### src/rtl/chroma_pkg.sv
`default_nettype none
// +----------------------------------------------------------------------+
// | chroma_pkg                                                           |
// | Shared step type, step arithmetic and default display channel set.  |
// | Revision: 1.0                                                        |
// +----------------------------------------------------------------------+
package chroma_pkg;

    typedef enum logic [1:0] {
        STEP_NONE = 2'd0,
        STEP_UP   = 2'd1,
        STEP_DN   = 2'd2
    } step_e;

    // Channel 0 = screen tone, 1 = letter colour, 2 = background colour
    localparam int          c_CHROMA_NUM_CH  = 3;
    localparam int          c_CHROMA_W       = 8;
    localparam logic [23:0] c_CHROMA_RST_VAL = 24'h0700A4;
    localparam logic [23:0] c_CHROMA_MIN_VAL = 24'h000049;
    localparam logic [23:0] c_CHROMA_MAX_VAL = 24'h0707FF;

    // Values are zero-extended channel values; callers truncate back to W bits.
    function automatic logic [31:0] chroma_step(
        input logic [31:0] val,
        input step_e       dir,
        input logic [31:0] min_v,
        input logic [31:0] max_v,
        input logic        wrap
    );
        logic [31:0] w_res;
        w_res = val;
        case (dir)
            STEP_UP: begin
                if (val >= max_v) w_res = wrap ? min_v : val;
                else              w_res = val + 32'd1;
            end
            STEP_DN: begin
                if (val <= min_v) w_res = wrap ? max_v : val;
                else              w_res = val - 32'd1;
            end
            default: w_res = val;
        endcase
        return w_res;
    endfunction

endpackage
`default_nettype wire

### src/rtl/chroma_ctrl_multi_btn_repeat.sv
`default_nettype none
// +----------------------------------------------------------------------+
// | chroma_btn_repeat                                                    |
// | Button edge detect, hold-to-repeat timing and select-change cancel.  |
// | Revision: 1.0                                                        |
// +----------------------------------------------------------------------+
module chroma_btn_repeat
    import chroma_pkg::*;
#(
    parameter int NUM_CH   = 3,
    parameter int SW       = 2,
    parameter int HOLD_CYC = 4,
    parameter int REP_CYC  = 2
)(
    input  logic          clk,
    input  logic          rst,
    input  logic [SW-1:0] i_sel,
    input  logic          i_up,
    input  logic          i_down,
    output step_e         o_step
);

    localparam int c_CNT_MAX = HOLD_CYC + REP_CYC;
    localparam int c_CW      = $clog2(c_CNT_MAX + 1);

    logic            r_up_q;
    logic            r_dn_q;
    logic [SW-1:0]   r_sel_q;
    logic            r_active;
    step_e           r_dir;
    logic [c_CW-1:0] r_cnt;

    logic w_sel_ok;
    logic w_only_up;
    logic w_only_dn;
    logic w_press_up;
    logic w_press_dn;
    logic w_hold;
    logic w_rep;

    assign w_sel_ok   = (32'(i_sel) < 32'(NUM_CH));
    assign w_only_up  = i_up & ~i_down;
    assign w_only_dn  = i_down & ~i_up;
    assign w_press_up = w_only_up & ~r_up_q & w_sel_ok;
    assign w_press_dn = w_only_dn & ~r_dn_q & w_sel_ok;
    assign w_hold     = r_active & w_sel_ok & (i_sel == r_sel_q) &
                        ((r_dir == STEP_UP) ? w_only_up : w_only_dn);
    // r_cnt equals cycles since the press until it reaches HOLD+REP, then cycles HOLD+1..HOLD+REP
    assign w_rep      = w_hold & (HOLD_CYC != 0) &
                        ((r_cnt == c_CW'(HOLD_CYC)) | (r_cnt == c_CW'(c_CNT_MAX)));

    always_comb begin
        o_step = STEP_NONE;
        if (w_press_up)      o_step = STEP_UP;
        else if (w_press_dn) o_step = STEP_DN;
        else if (w_rep)      o_step = r_dir;
    end

    // History resets 1-filled so a button still held through reset is not a press
    always_ff @(posedge clk or posedge rst) begin
        if (rst) begin
            r_up_q   <= 1'b1;
            r_dn_q   <= 1'b1;
            r_sel_q  <= '0;
            r_active <= 1'b0;
            r_dir    <= STEP_NONE;
            r_cnt    <= '0;
        end else begin
            r_up_q  <= i_up;
            r_dn_q  <= i_down;
            r_sel_q <= i_sel;
            if (w_press_up | w_press_dn) begin
                r_active <= 1'b1;
                r_dir    <= w_press_up ? STEP_UP : STEP_DN;
                r_cnt    <= c_CW'(1);
            end else if (w_hold) begin
                r_cnt <= (r_cnt == c_CW'(c_CNT_MAX)) ? c_CW'(HOLD_CYC + 1) : r_cnt + 1'b1;
            end else begin
                r_active <= 1'b0;
                r_cnt    <= '0;
            end
        end
    end

endmodule
`default_nettype wire

### src/rtl/chroma_ctrl_multi.sv
`default_nettype none
// +----------------------------------------------------------------------+
// | chroma_ctrl_multi                                                    |
// | Multi-channel colour/tone register bank stepped by up/down buttons.  |
// | Revision: 1.0                                                        |
// +----------------------------------------------------------------------+
module chroma_ctrl_multi
    import chroma_pkg::*;
#(
    parameter int                   NUM_CH   = c_CHROMA_NUM_CH,
    parameter int                   W        = c_CHROMA_W,
    parameter logic [NUM_CH*W-1:0]  RST_VAL  = c_CHROMA_RST_VAL,
    parameter logic [NUM_CH*W-1:0]  MIN_VAL  = c_CHROMA_MIN_VAL,
    parameter logic [NUM_CH*W-1:0]  MAX_VAL  = c_CHROMA_MAX_VAL,
    parameter int                   WRAP     = 0,
    parameter int                   HOLD_CYC = 4,
    parameter int                   REP_CYC  = 2
)(
    input  logic                                          Clk,
    input  logic                                          reset,
    input  logic [((NUM_CH > 1) ? $clog2(NUM_CH) : 1)-1:0] sel,
    input  logic                                          UP,
    input  logic                                          down,
    output logic [NUM_CH*W-1:0]                           val,
    output logic                                          upd,
    output logic                                          lim
);

    localparam int c_SW = (NUM_CH > 1) ? $clog2(NUM_CH) : 1;

    step_e        w_step;
    logic [W-1:0] r_val [NUM_CH];
    logic         r_upd;
    logic [W-1:0] w_cur;
    logic [W-1:0] w_min;
    logic [W-1:0] w_max;
    logic [W-1:0] w_next;
    logic         w_sel_ok;
    logic         w_change;

    for (genvar gi = 0; gi < NUM_CH; gi++) begin : g_chk
        if ((MIN_VAL[gi*W +: W] > RST_VAL[gi*W +: W]) ||
            (RST_VAL[gi*W +: W] > MAX_VAL[gi*W +: W])) begin : g_bad_rst
            $error("chroma_ctrl_multi: reset value outside channel limits");
        end
    end
    if (REP_CYC < 1) begin : g_bad_rep
        $error("chroma_ctrl_multi: REP_CYC must be at least 1");
    end
    if (W > 32) begin : g_bad_w
        $error("chroma_ctrl_multi: W above 32 is not supported");
    end

    chroma_btn_repeat #(
        .NUM_CH   (NUM_CH),
        .SW       (c_SW),
        .HOLD_CYC (HOLD_CYC),
        .REP_CYC  (REP_CYC)
    ) u_btn (
        .clk    (Clk),
        .rst    (reset),
        .i_sel  (sel),
        .i_up   (UP),
        .i_down (down),
        .o_step (w_step)
    );

    assign w_sel_ok = (32'(sel) < 32'(NUM_CH));

    always_comb begin
        w_cur = '0;
        w_min = '0;
        w_max = '0;
        for (int i = 0; i < NUM_CH; i++) begin
            if (sel == c_SW'(i)) begin
                w_cur = r_val[i];
                w_min = MIN_VAL[i*W +: W];
                w_max = MAX_VAL[i*W +: W];
            end
        end
    end

    assign w_next   = W'(chroma_step(32'(w_cur), w_step, 32'(w_min), 32'(w_max), WRAP != 0));
    // A saturated step leaves the value alone and must not pulse upd
    assign w_change = w_sel_ok & (w_step != STEP_NONE) & (w_next != w_cur);

    always_ff @(posedge Clk or posedge reset) begin
        if (reset) begin
            for (int i = 0; i < NUM_CH; i++) r_val[i] <= RST_VAL[i*W +: W];
            r_upd <= 1'b0;
        end else begin
            r_upd <= w_change;
            for (int i = 0; i < NUM_CH; i++) begin
                if (w_change && (sel == c_SW'(i))) r_val[i] <= w_next;
            end
        end
    end

    for (genvar gi = 0; gi < NUM_CH; gi++) begin : g_out
        assign val[gi*W +: W] = r_val[gi];
    end

    assign upd = r_upd;
    assign lim = w_sel_ok & ((w_cur == w_min) | (w_cur == w_max));

endmodule
`default_nettype wire

### config.mk
export PLATFORM = sky130hd
export DESIGN_NAME = chroma_ctrl_multi
export DESIGN_NICKNAME = d
export VERILOG_FILES = /design/src/rtl/chroma_pkg.sv /design/src/rtl/chroma_ctrl_multi_btn_repeat.sv /design/src/rtl/chroma_ctrl_multi.sv
export SDC_FILE = /design/constraint.sdc
export NUM_CORES = 1
export LEC_CHECK = 0
export ABC_AREA = 1
export CAP_MARGIN = 20
export CORE_MARGIN = 10
export CORE_UTILIZATION = 41
export DETAILED_ROUTE_END_ITERATION = 8
export GPL_ROUTABILITY_DRIVEN = 0
export PLACE_DENSITY = 0.65
export SLEW_MARGIN = 20
export SYNTH_ARGS = -nofsm -noshare
export SYNTH_HDL_FRONTEND = slang
export SYNTH_HIERARCHICAL = 1
export SYNTH_SLANG_ARGS = --single-unit
### constraint.sdc
create_clock -name Clk -period 7 [get_ports Clk]
set_input_delay 1.05 -clock Clk [delete_from_list [all_inputs] [get_ports Clk]]
set_output_delay 1.05 -clock Clk [all_outputs]
set_load 0.05 [all_outputs]
# Word-level counts from Yosys, hierarchy flattened
# Index checks and enable logic that the tools add are counted.
# word_totals
word_cells	75
ff_bits	35
out_inout_bits	26
# op_classes
mux	22
bitwise	20
n_addsub	3
reduce_logical	5
eq_ne	12
magnitude_cmp	3
# op_table
op	n
$mux 8	10
$eq 8x8->1	2
$pmux 8 s2	1
$and 1x1->1	13
$mux 3	3
$add 8x1->8 const B	1
$ge 8x8->1	1
$le 8x8->1	1
$mux 2	4
$ne 8x8->1	1
$sub 8x1->8 const B	1
$mux 7	1
$eq 2x1->1 const B	3
$eq 3x3->1 const B	2
$eq 2x2->1 const B	2
$not 1->1	4
$add 3x1->3 const B	1
$logic_and 1x1->1	3
$mux 1	3
$or 1x1->1	3
$eq 2x2->1	1
$logic_not 2->1	1
$lt 2x2->1 const B	1
$ne 2x2->1 const B	1
$reduce_bool 2->1	1

# Depth between registers and ports, before layout
# logic_depth
ltp_word	13
mapped_depth	29
mapped_depth_nobuf	27

# Cells and area by module
# The synthesis kept the hierarchy.
# by_module_without_submodules
mod	area_per_inst_um2	n_inst	cells_each
chroma_ctrl_multi	2606.2	1	397
chroma_btn_repeat	480.5	1	59

# Worst setup path after synthesis
# Ideal clock, no wire load.
# synth_path
path_type	input to output
start	in sel[1] (netlist bit)
end	out lim
t_required_ns	5.950
stages	13
path_slack_ns	2.668
arrival_ns	3.282
path_cell_list	buf_6 -> inv_4 -> nor2_2 -> buf_4 -> nand2_1 -> nand3_2 -> ha_1 -> nand2_1 -> nor2_1 -> nand2_1 -> nor2_1 -> o21ai_2 -> a21oi_1
# synth_between
elab_chain_cells	7
word_cells_on_any_way	17
cone_classes	1 x order compare; 4 x eq/ne; 9 x mux; 2 x bitwise; 1 x reduce/logical
# synth_lines
element	line	text
from (decl)	chroma_ctrl_multi.sv:21	input logic [((NUM_CH > 1) ? $clog2(NUM_CH) : 1)-1:0] sel,
$logic_not 2->1	chroma_ctrl_multi.sv:75	if (sel == c_SW'(i)) begin
$mux 8 / $mux 7 (equally long branches)	chroma_ctrl_multi.sv:75	
$mux 8 (2 in a row)	chroma_ctrl_multi.sv:75	
$eq 8x8->1	chroma_ctrl_multi.sv:104	assign lim = w_sel_ok & ((w_cur == w_min) | (w_cur == w_max));
$or 1x1->1	chroma_ctrl_multi.sv:104	
$and 1x1->1 *	chroma_ctrl_multi.sv:104	
to (decl)	chroma_ctrl_multi.sv:26	output logic lim
# Every way passes the cells marked *; elsewhere a longest branch is shown, timed or not.

# Worst setup path in the final report
# layout_path
start	in sel[0] (netlist bit)
end	out lim
# Same word-level chain as after synthesis.

==> summary.txt <==
Detailed routing
  • Routed via count: 3105
  • DRC viols: 0
  • Drt first pass iters: 5
  • Wirelength per Cell: 14.8 um
  • Drt total wl: 8.60 mm
  • Vias per cell: 5.34
  • Routed Antenna Nets: 0
  • Initial DRC count: 173

Finish
  • Final Core Density: 0.483
  • Antenna cells: 0
  • Fillers: 771
  • Layout cells sized above 1: 0.154
  • Final nets: 500
  • Area Overhead vs Synth: 14.1%
  • Final cell count without fillers: 581

Place
  • Port buffer count: 31
  • Placed insts: 573
  • Detailed placer's ending HPWL: 6.66 mm

Timing
  • Max_slew headroom: 0.360
  • Worst slew pin tran: 0.959 ns
  • Final Setup Violations: 0
  • Minimum clock period: 5.80 ns
  • WHS: 0.475 ns
  • Clock Skews: 0.00677 ns
  • RSZ-0062 raised after global routing: false
  • Hold Vio Cnt, Final: 0
  • Setup_tns: 0 ns
  • Fin crit share: 0.829
  • Achievable Freq: 172 MHz
  • Fin. max-slew vios: 0

Synth
  • Proportion of netlist area held by the largest area contributor: 0.219
  • Syn Nets: 475
  • Post-Syn Instances: 456
  • YS warnings: 6
  • Share of the yosys chip area belonging to registers: 0.287
  • Mean cell area of the mapped netlist: 6.77 um2
  • Seq cells post-synth: 35
  • Synth cell types: 35
  • Largest cells by area after synthesis: dfrtp_1 (22%), nand2_1 (21%), nand3_1 (8.4%)
  • Cell taking the most area after synthesis: dfrtp_1
  • Post-Synthesis Cell Area: 0.00309 mm2

Floorplan
  • Die height: 107 um
  • Die ar.: 0.0114 mm2
  • # IOs: 32
  • Row count: 31
  • Initial Util: 0.423
  • Core area: 0.00729 mm2
  • Die W: 107 um

Pwr
  • Static leakage: 0.00186 uW
  • Total power: 1170 uW
  • Maximum vdd drop: 234 uV
  • Power per cell area: 333 mW/mm2

Clocking
  • Inserted Clock Buffers: 5
  • Root Buffer: clkbuf_8
  • CTS tree: yes
  • Clk slew on worst S/H paths: 0.06 ns
  • Postcts setup bufs: 0
  • Maximum clock path buffer count: 2
  • Hold_buf cts: 0
  • CTS sink cnt: 35
  • Max H-tree Level: 2
  • Worst skew pair latency: 0.29 ns
  • Post-CTS sizing: 0

GRT
  • Total GRT Usage: 0.157
  • Antenna violations before repair: 0
  • Global-route wire length before repair: 14.9 mm
  • Largest net degree at the start of global routing: 29
  • GR Overflow Total: 0
  • Number of global-route vias before repair: 3017

Critical path
  • CP endpoint: lim
  • RR Endpoint: val[16]
  • CP required: 5.95 ns
  • Worst setup path class: in2out
  • Crit path launch type: input pin
  • Worst reg2reg path startpoint: u_btn/r_dn_q
  • Worst Reg2Reg Path Length in Cells: 18
  • R2r setup slk: 3.46 ns
  • Setup crit start: sel[0]
  • Endpoint class of the critical path: output pin
  • Critical Path Fanout Max: 14
  • Worst Path Arrival: 4.75 ns

Flow run
  • MaxCap Viol Count: 0

Hold path
  • Hold Path Depth: 2
  • Class of the worst hold path: reg2reg
  • Worst Hold Launch: val[17]

Outcome
  • Status: complete, no violations
[critical path: stages]
cell	delay (ns)
clkdlybuf4s50_1	0.94
inv_4	0.12
nor2_2	0.46
nand2_1	0.13
nand3_2	0.17
ha_1	0.25
nand2_1	0.10
nor2_1	0.18
nand2_1	0.09
nor2_1	0.13
o21ai_2	0.09
a21oi_1	0.20
clkdlybuf4s50_1	0.84
[worst min path at each step]
stage / endpoint / slack (ns)
after floorplan: u_btn/r_dir[1] / 0.46
after global routing: val[18] / 0.49
after detailed placement: val[17] / 0.47
final: val[17] / 0.47
after global placement: val[17] / 0.47
after CTS: val[17] / 0.48
[sequential cells by signal, indices dropped and copies added, names as in the netlist]
register        cells
u_btn/r_up_q        1
val                24
u_btn/r_dn_q        1
u_btn/r_sel_q       2
u_btn/r_active      1
u_btn/r_dir         2
upd                 1
u_btn/r_cnt         3
[where the power goes]
group	switching (uW)	leakage, uW	internal [uW]	total [uW]
registers	48.7	0.000441	255	304
logic	512	0.00137	218	730
clock network	70.3	0.0000422	69.8	140
total	631	0.00186	543	1170
[layout by cell type, fill, tap and decap left out, types with 3 or more instances in the layout]
cell type	count
inv_1	32
nor2_4	5
nand2_2	6
nand3_2	8
nand4_1	31
clkbuf_8	5
inv_4	3
nand3_4	7
clkdlybuf4s50_1	31
a21oi_1	8
nand3_1	52
o21ai_1	4
inv_2	17
dfrtp_1	27
dfstp_2	8
nor2_1	22
nand2_1	175
ha_1	13
nor2_2	6
[cells in the mapped netlist (all sizes together)]
cell,n
a21oi,9
nand3,67
ha,13
xor2,2
a21boi,2
o21ai,7
nor2,34
nand2,184
dfrtp,27
nor3,1
o21a,1
inv,52
clkinv,3
buf,9
nand4,31
dfstp,8
a22oi,2
clkbuf,4
[cell families after synthesis]
family,count (synthesis),synth area share
AND/OR/NAND/NOR,317,0.514
buffers and inverters,68,0.0985
flip-flops,35,0.287
AO/OA/AOI/OAI,21,0.0417
adder cells (fa/ha/maj),13,0.0527
XOR/XNOR,2,0.00568
[per-stage QoR]
stage	area, um2	setup WS [ns]
2_1_floorplan	3090	2.67
3_3_place_gp	3430	1.37
3_5_place_dp	3430	1.25
4_1_cts	3520	1.23
5_1_grt	3520	0.974
6_report	3520	1.20
[final cells by class]
cell class	count	area (um2)	area share
Clock buffer	7	76.3	0.0217
Inverter	55	215	0.0611
Timing Repair Buffer	31	310	0.0881
Clock inverter	1	5.00	0.00142
Multi-Input combinational cell	353	1900	0.541
Tap cell	99	124	0.0352
Sequential cell	35	886	0.252
[per-layer routing]
metal / global-route usage / up-vias / share of wire
met5: 0 / - / 0
met4: 0.0455 / 0 / 0.013
met3: 0.0317 / 12 / 0.075
met2: 0.251 / 117 / 0.47
met1: 0.210 / 1443 / 0.45
li1: - / 1533 / -
No activity file was read; power rests on OpenSTA's default activity.
